## config.mk

```make
export PLATFORM = sky130hd
export DESIGN_NAME = axi4_lite_regs
export DESIGN_NICKNAME = d
export VERILOG_FILES = /design/src/rtl/axi4_lite_pkg.sv /design/src/rtl/axi4_lite_regs_wr.sv /design/src/rtl/axi4_lite_regs.sv
export SDC_FILE = /design/constraint.sdc
export NUM_CORES = 1
export LEC_CHECK = 0
export CORE_AREA = 2 2 264 266
export CTS_CLUSTER_DIAMETER = 60
export CTS_CLUSTER_SIZE = 28
export DETAILED_ROUTE_END_ITERATION = 16
export DIE_AREA = 0 0 266 268
export PLACE_DENSITY = 0.73
export SLEW_MARGIN = 10
export SYNTH_ARGS = -nofsm -noshare
export SYNTH_HDL_FRONTEND = slang
export SYNTH_SLANG_ARGS = --single-unit
```

## constraint.sdc

```tcl
create_clock -name ACLK -period 2 [get_ports ACLK]
set_input_delay 0.4 -clock ACLK [delete_from_list [all_inputs] [get_ports ACLK]]
set_output_delay 0.4 -clock ACLK [all_outputs]
set_load 0.03 [all_outputs]
```

## src/rtl/axi4_lite_pkg.sv

```systemverilog
// Shared types and helpers for the AXI4-Lite register file.
// The optional AXI4L_REGS_SLVERR_EN macro makes out-of-range accesses answer SLVERR.
package axi4_lite_pkg;

  typedef enum logic [1:0] {
    RESP_OKAY   = 2'b00,
    RESP_EXOKAY = 2'b01,
    RESP_SLVERR = 2'b10,
    RESP_DECERR = 2'b11
  } resp_t;

  typedef enum logic [2:0] {
    WR_IDLE   = 3'd0,
    WR_W_DATA = 3'd1,
    WR_W_ADDR = 3'd2,
    WR_COMMIT = 3'd3,
    WR_RESP   = 3'd4
  } wr_state_t;

`ifdef AXI4L_REGS_SLVERR_EN
  localparam bit SLVERR_EN = 1'b1;
`else
  localparam bit SLVERR_EN = 1'b0;
`endif

  // Response for an access: only out-of-range hits report an error, and only when enabled.
  function automatic resp_t range_resp(input logic in_range);
    range_resp = (in_range || !SLVERR_EN) ? RESP_OKAY : RESP_SLVERR;
  endfunction

endpackage

```

## src/rtl/axi4_lite_regs_wr.sv

```systemverilog
// Write channel of the AXI4-Lite register file: AW/W/B handshakes and the
// address/data latches. Emits a one-cycle commit with index, data and strobes;
// storage itself lives in the top. Response code depends on AXI4L_REGS_SLVERR_EN.
module axi4_lite_regs_wr
  import axi4_lite_pkg::*;
#(
  parameter int ADDR_W = 32,
  parameter int DATA_W = 32,
  parameter int REG_N  = 16,
  localparam int STRB_W = DATA_W / 8,
  localparam int LSB    = $clog2(STRB_W),
  localparam int IDX_W  = ADDR_W - LSB
) (
  input  logic              ACLK,
  input  logic              ARESETn,
  input  logic              AWVALID,
  output logic              AWREADY,
  input  logic [ADDR_W-1:0] AWADDR,
  input  logic              WVALID,
  output logic              WREADY,
  input  logic [DATA_W-1:0] WDATA,
  input  logic [STRB_W-1:0] WSTRB,
  output logic              BVALID,
  input  logic              BREADY,
  output logic [1:0]        BRESP,
  output logic              commit_o,
  output logic [IDX_W-1:0]  idx_o,
  output logic [DATA_W-1:0] data_o,
  output logic [STRB_W-1:0] strb_o,
  output logic              in_range_o
);

  localparam logic [IDX_W-1:0] REG_N_L = IDX_W'(REG_N);

  wr_state_t         state_r;
  logic              awready_r;
  logic              wready_r;
  logic              bvalid_r;
  resp_t             bresp_r;
  logic              commit_r;
  logic [IDX_W-1:0]  idx_r;
  logic [DATA_W-1:0] data_r;
  logic [STRB_W-1:0] strb_r;

  logic aw_hs_s;
  logic w_hs_s;
  logic in_range_s;
  logic unused_s;

  assign aw_hs_s    = AWVALID && awready_r;
  assign w_hs_s     = WVALID && wready_r;
  // Compare on the full index width so large addresses never alias onto real registers.
  assign in_range_s = (idx_r < REG_N_L);
  assign unused_s   = ^AWADDR[LSB-1:0];

  // Write FSM: collects AW and W in either order, commits for one cycle, then holds B.
  always_ff @(posedge ACLK or negedge ARESETn) begin
    if (!ARESETn) begin
      state_r   <= WR_IDLE;
      awready_r <= 1'b0;
      wready_r  <= 1'b0;
      bvalid_r  <= 1'b0;
      bresp_r   <= RESP_OKAY;
      commit_r  <= 1'b0;
      idx_r     <= '0;
      data_r    <= '0;
      strb_r    <= '0;
    end else begin
      commit_r <= 1'b0;
      case (state_r)
        WR_IDLE: begin
          if (aw_hs_s) begin
            idx_r <= AWADDR[ADDR_W-1:LSB];
          end
          if (w_hs_s) begin
            data_r <= WDATA;
            strb_r <= WSTRB;
          end
          if (aw_hs_s && w_hs_s) begin
            state_r   <= WR_COMMIT;
            awready_r <= 1'b0;
            wready_r  <= 1'b0;
            commit_r  <= 1'b1;
          end else if (aw_hs_s) begin
            state_r   <= WR_W_DATA;
            awready_r <= 1'b0;
            wready_r  <= 1'b1;
          end else if (w_hs_s) begin
            state_r   <= WR_W_ADDR;
            awready_r <= 1'b1;
            wready_r  <= 1'b0;
          end else begin
            awready_r <= 1'b1;
            wready_r  <= 1'b1;
          end
        end
        WR_W_DATA: begin
          if (w_hs_s) begin
            data_r   <= WDATA;
            strb_r   <= WSTRB;
            state_r  <= WR_COMMIT;
            wready_r <= 1'b0;
            commit_r <= 1'b1;
          end else begin
            state_r <= WR_W_DATA;
          end
        end
        WR_W_ADDR: begin
          if (aw_hs_s) begin
            idx_r     <= AWADDR[ADDR_W-1:LSB];
            state_r   <= WR_COMMIT;
            awready_r <= 1'b0;
            commit_r  <= 1'b1;
          end else begin
            state_r <= WR_W_ADDR;
          end
        end
        WR_COMMIT: begin
          state_r  <= WR_RESP;
          bvalid_r <= 1'b1;
          bresp_r  <= range_resp(in_range_s);
        end
        WR_RESP: begin
          if (BREADY) begin
            state_r   <= WR_IDLE;
            bvalid_r  <= 1'b0;
            awready_r <= 1'b1;
            wready_r  <= 1'b1;
          end else begin
            state_r <= WR_RESP;
          end
        end
        default: begin
          state_r   <= WR_IDLE;
          awready_r <= 1'b0;
          wready_r  <= 1'b0;
          bvalid_r  <= 1'b0;
        end
      endcase
    end
  end

  assign AWREADY    = awready_r;
  assign WREADY     = wready_r;
  assign BVALID     = bvalid_r;
  assign BRESP      = bresp_r;
  assign commit_o   = commit_r;
  assign idx_o      = idx_r;
  assign data_o     = data_r;
  assign strb_o     = strb_r;
  assign in_range_o = in_range_s;

endmodule

```

## src/rtl/axi4_lite_regs.sv

```systemverilog
// AXI4-Lite slave control/status register file: REG_N registers of DATA_W bits,
// exported flat on regs_o with a one-cycle write strobe per register.
// Define AXI4L_REGS_SLVERR_EN to answer out-of-range accesses with SLVERR.
module axi4_lite_regs
  import axi4_lite_pkg::*;
#(
  parameter int                ADDR_W  = 32,
  parameter int                DATA_W  = 32,
  parameter int                REG_N   = 16,
  parameter logic [DATA_W-1:0] RST_VAL = '0
) (
  input  logic                    ACLK,
  input  logic                    ARESETn,
  input  logic                    AWVALID,
  output logic                    AWREADY,
  input  logic [ADDR_W-1:0]       AWADDR,
  input  logic [2:0]              AWPROT,
  input  logic                    WVALID,
  output logic                    WREADY,
  input  logic [DATA_W-1:0]       WDATA,
  input  logic [DATA_W/8-1:0]     WSTRB,
  output logic                    BVALID,
  input  logic                    BREADY,
  output logic [1:0]              BRESP,
  input  logic                    ARVALID,
  output logic                    ARREADY,
  input  logic [ADDR_W-1:0]       ARADDR,
  input  logic [2:0]              ARPROT,
  output logic                    RVALID,
  input  logic                    RREADY,
  output logic [DATA_W-1:0]       RDATA,
  output logic [1:0]              RRESP,
  output logic [REG_N*DATA_W-1:0] regs_o,
  output logic [REG_N-1:0]        wr_stb_o
);

  localparam int STRB_W = DATA_W / 8;
  localparam int LSB    = $clog2(STRB_W);
  localparam int IDX_W  = ADDR_W - LSB;
  localparam int RIDX_W = (REG_N > 1) ? $clog2(REG_N) : 1;
  localparam logic [IDX_W-1:0] REG_N_L = IDX_W'(REG_N);

  logic [DATA_W-1:0] regs_r [REG_N];
  logic [REG_N-1:0]  wr_stb_r;
  logic              arready_r;
  logic              rvalid_r;
  logic [DATA_W-1:0] rdata_r;
  resp_t             rresp_r;

  logic              wr_commit_s;
  logic [IDX_W-1:0]  wr_idx_s;
  logic [DATA_W-1:0] wr_data_s;
  logic [STRB_W-1:0] wr_strb_s;
  logic              wr_in_range_s;
  logic [RIDX_W-1:0] wr_widx_s;

  logic              ar_hs_s;
  logic [IDX_W-1:0]  ar_idx_s;
  logic              ar_in_range_s;
  logic [RIDX_W-1:0] ar_widx_s;
  logic              unused_s;

  axi4_lite_regs_wr #(
    .ADDR_W (ADDR_W),
    .DATA_W (DATA_W),
    .REG_N  (REG_N)
  ) u_wr (
    .ACLK       (ACLK),
    .ARESETn    (ARESETn),
    .AWVALID    (AWVALID),
    .AWREADY    (AWREADY),
    .AWADDR     (AWADDR),
    .WVALID     (WVALID),
    .WREADY     (WREADY),
    .WDATA      (WDATA),
    .WSTRB      (WSTRB),
    .BVALID     (BVALID),
    .BREADY     (BREADY),
    .BRESP      (BRESP),
    .commit_o   (wr_commit_s),
    .idx_o      (wr_idx_s),
    .data_o     (wr_data_s),
    .strb_o     (wr_strb_s),
    .in_range_o (wr_in_range_s)
  );

  assign wr_widx_s     = wr_idx_s[RIDX_W-1:0];
  assign ar_hs_s       = ARVALID && arready_r;
  assign ar_idx_s      = ARADDR[ADDR_W-1:LSB];
  assign ar_in_range_s = (ar_idx_s < REG_N_L);
  assign ar_widx_s     = ar_idx_s[RIDX_W-1:0];
  assign unused_s      = ^{AWPROT, ARPROT, ARADDR[LSB-1:0]};

  // Register storage: byte-lane merge on commit, strobe the written register next cycle.
  always_ff @(posedge ACLK or negedge ARESETn) begin
    if (!ARESETn) begin
      for (int k = 0; k < REG_N; k++) begin
        regs_r[k] <= RST_VAL;
      end
      wr_stb_r <= '0;
    end else begin
      wr_stb_r <= '0;
      if (wr_commit_s && wr_in_range_s) begin
        for (int b = 0; b < STRB_W; b++) begin
          if (wr_strb_s[b]) begin
            regs_r[wr_widx_s][b*8 +: 8] <= wr_data_s[b*8 +: 8];
          end
        end
        wr_stb_r[wr_widx_s] <= 1'b1;
      end
    end
  end

  // Read channel: one outstanding beat; the captured value predates any same-edge commit.
  always_ff @(posedge ACLK or negedge ARESETn) begin
    if (!ARESETn) begin
      arready_r <= 1'b0;
      rvalid_r  <= 1'b0;
      rdata_r   <= '0;
      rresp_r   <= RESP_OKAY;
    end else if (ar_hs_s) begin
      arready_r <= 1'b0;
      rvalid_r  <= 1'b1;
      rdata_r   <= ar_in_range_s ? regs_r[ar_widx_s] : {DATA_W{1'b0}};
      rresp_r   <= range_resp(ar_in_range_s);
    end else if (rvalid_r && RREADY) begin
      arready_r <= 1'b1;
      rvalid_r  <= 1'b0;
    end else begin
      arready_r <= !rvalid_r;
    end
  end

  for (genvar g = 0; g < REG_N; g++) begin : g_export
    assign regs_o[g*DATA_W +: DATA_W] = regs_r[g];
  end

  assign wr_stb_o = wr_stb_r;
  assign ARREADY  = arready_r;
  assign RVALID   = rvalid_r;
  assign RDATA    = rdata_r;
  assign RRESP    = rresp_r;

endmodule

```

==> impl_metrics.py <==
metrics = {
    "floorplanning": {
        "row_count": 96,
        "fp.dieH_um": 268,
        "initial_core_util": 0.430,
        "dieArea_um2": 71300,
        "dieWidth_um": 266,
        "core_area_um2": 68200,
        "io_pins": 682,
    },
    "synth": {
        "ys_warn_count": 0,
        "avgSynthCellArea_um2": 15.0,
        "synthDistinctLibCells": 40,
        "netlist_area_um2": 29300,
        "synth.top_cell.area_share": 0.542,
        "ys_seq_elements": 635,
        "ys_seq_area_frac": 0.542,
        "synth_top_cell_by_area": "dfrtp_1",
        "synthCells": 1958,
        "synth.area.top_cells": "dfrtp_1 (54%), mux2_2 (23%), mux4_2 (5.1%)",
    },
    "sta": {
        "max_slew_margin": 0.444,
        "max_freq_mhz": 417,
        "period_share": 1.20,
        "skew_ns": 0.0377,
        "worst_pin_slew_ns": 0.834,
        "hold_ws_ns": 0.246,
        "hold_viol": 0,
        "rsz0062_at_grt": "yes",
        "maxSlewViolCount": 0,
        "setup-violations-final": 516,
        "setup_slack_ns": -0.397,
        "fin_crit_ns": 2.40,
        "tns_ns": -162.01,
    },
    "detailed_routing": {
        "drt_wl_total_um": 109000,
        "drtIter0Drc": 1606,
        "ant_nets": 0,
        "post-route-drc-count": 0,
        "wl_per_cell_um": 29.3,
        "vias": 21785,
        "first_pass_iters": 7,
        "viasPerCell": 5.84,
    },
    "job": {
        "cap_violations": 0,
    },
    "place": {
        "dpl-instance-area_um2": 39500,
        "globalplace.congestion": 0.902,
        "pre_cts_ws_ns": -0.605,
        "port_buffers": 667,
        "dpl.hpwl_um": 77600,
        "dp_cells": 3621,
    },
    "clocking": {
        "clockBufferDepth": 3,
        "numClockSinks": 635,
        "insertion_delay_ns": 0.62,
        "cts_tree": "yes",
        "htreeDepth": 2,
        "cts-root-buf": "clkbuf_16",
        "cts_made_buffers": 51,
        "clk_pin_slew_ns": 0.08,
    },
    "cells_and_area": {
        "nNetsFinal": 2920,
        "finalNonFillerCells": 3733,
        "syn2layout_area_growth_pct": 46.8,
        "fin_area_um2": 43100,
        "drive_above_1_share": 0.399,
    },
    "critical_path": {
        "r2r_cells": 9,
        "end_kind": "register",
        "r2r_start": "u_wr.idx_o[20]",
        "crit_type": "register to register",
        "cp_max_fo": 8,
        "r2r_setup_slack_ns": -0.40,
        "critPathArrivalTime_ns": 2.88,
        "worstPathRequired_ns": 2.48,
        "timing.rr.end": "regs_o[399]",
        "cp-start-kind": "register",
    },
    "grt": {
        "antenna_found_initial": 7,
        "track_usage": 0.297,
        "grt_max_degree": 89,
        "overflow": 0,
        "grt_pass1_vias": 22767,
        "grt_pass1_wl_um": 157000,
    },
    "power_and_ir_drop": {
        "p_leak_nw": 22.3,
        "p_per_area_nw_per_um2": 759,
        "clkPwrFrac": 0.345,
        "pwr-share-comb": 0.166,
        "seq_power_share": 0.490,
        "p_sw_mw": 11.0,
        "power.internal_mw": 21.7,
        "ir_worst_vdd_uv": 894,
        "swShare": 0.336,
    },
    "status": {
        "violations": "negative setup slack",
        "outcome": "complete, but fails checks",
    },
    "hold_path": {
        "hp-class": "input port to async pin",
    },
}
## worst max-delay path, stage by stage (launching register included)
cell and delay (ns):
dfrtp_1 0.41, nor4b_4 0.33, buf_4 0.16, nand4_1 0.08, buf_6 0.18, buf_16 0.15
buf_16 0.16, nor4_4 0.27, buf_12 0.19, mux2_4 0.31
## logic make-up (layout without fill, tap and decap cells)
group	after synthesis	count (layout)	share of synthesized area
DFF	635	635	0.542
buffers and inverters	139	1026	0.0209
other	1	7	0.000128
and+or+nand+nor	276	276	0.0829
muxes	772	772	0.318
AOI/OAI and AO/OA	135	135	0.0368
## layout make-up
type	instances	area, um^2
Fill cell	5117	25200
Sequential cell	635	15900
Multi-Input combinational cell	1187	14900
Timing Repair Buffer	927	9260
Clock buffer	57	1370
Tap cell	882	1100
Clock inverter	37	490
Inverter	5	18.8
Antenna cell	3	7.51
## flip-flops by register name, summed over array words and instances (netlist names)
signal	count
RVALID	1
regs_o	512
u_wr.commit_o	1
u_wr.data_o	32
u_wr.AWREADY	1
RDATA	32
wr_stb_o	16
u_wr.state_r	3
u_wr.WREADY	1
u_wr.strb_o	4
u_wr.idx_o	30
ARREADY	1
u_wr.BVALID	1
## per-stage QoR
step	total power [mW]	util
global route	33.9	0.631
detailed placement	21.1	0.579
finish	32.7	0.631
CTS	32.5	0.614
global placement	20.9	0.579
floorplan	17.9	-
## what timing repair did
item	in CTS	in global routing
pin swaps	34	11
hold endpoints to repair	50	0
hold buffers	1	0
gates cloned	2	5
gates resized for setup	855	277
endpoints found under the setup margin	1081	522
setup buffers	7	4
## cell usage after synthesis (all sizes together)
| library cell | n |
|---|---|
| and4 | 2 |
| mux2i | 96 |
| buf | 88 |
| nand3 | 5 |
| a22oi | 2 |
| mux4 | 66 |
| o2111ai | 31 |
| o211ai | 1 |
| nor3 | 3 |
| nor2 | 17 |
| nor4b | 1 |
| conb | 1 |
| o21ai | 5 |
| a21oi | 1 |
| nand2b | 6 |
| clkbuf | 46 |
| dfrtp | 635 |
| nor2b | 35 |
| and3 | 2 |
| and2 | 31 |
| a2bb2oi | 30 |
| a221oi | 2 |
| nand4 | 2 |
| mux2 | 610 |
| inv | 5 |
| or2 | 3 |
| a21boi | 1 |
| o311ai | 31 |
| nand2 | 86 |
| a31o | 1 |
| nand4b | 1 |
| nor4 | 79 |
| o22ai | 30 |
| or3 | 2 |
| nor4bb | 1 |
## power groups by stage
stage	Sequential, mW	Combinational [mW]	Clock (mW)
final	16.0	5.42	11.3
after global routing	16.2	5.76	11.9
after CTS	15.8	5.33	11.4
after detailed placement	15.8	5.22	0
after global placement	15.8	5.11	0
after floorplan	14.6	3.35	0
## metal layers
metal,GRT usage,routed length [um]
met5,0,48
met2,0.499,53900
met4,0.109,3940
met3,0.0735,8440
met1,0.373,43100
## layout by cell type (no fill, tap or decap), drive strengths merged, types with 4 or more instances in the layout
cell,instances
clkbuf,62
o2111ai,31
nor4,79
dlygate4sd2,564
o311ai,31
clkdlybuf4s50,97
nand3,5
conb,4
nand2b,6
clkinv,11
nor2b,35
a2bb2oi,30
mux4,66
inv,26
o22ai,30
buf,260
mux2i,96
nand2,86
o21ai,5
dfrtp,635
mux2,610
nor2,17
and2,31
## how the worst max path moves through the flow
stage	start	endpoint	slack [ns]	depth (start not counted)
4_1_cts	u_wr.idx_o[18]	regs_o[225]	-0.45	10
3_5_place_dp	u_wr.idx_o[20]	regs_o[487]	-0.60	8
3_3_place_gp	u_wr.idx_o[20]	regs_o[486]	-0.57	8
2_1_floorplan	u_wr.idx_o[27]	regs_o[152]	-0.19	7
6_report	u_wr.idx_o[20]	regs_o[399]	-0.40	9
5_1_grt	u_wr.idx_o[20]	regs_o[429]	-0.49	9
(Power assumes the default switching activity.)
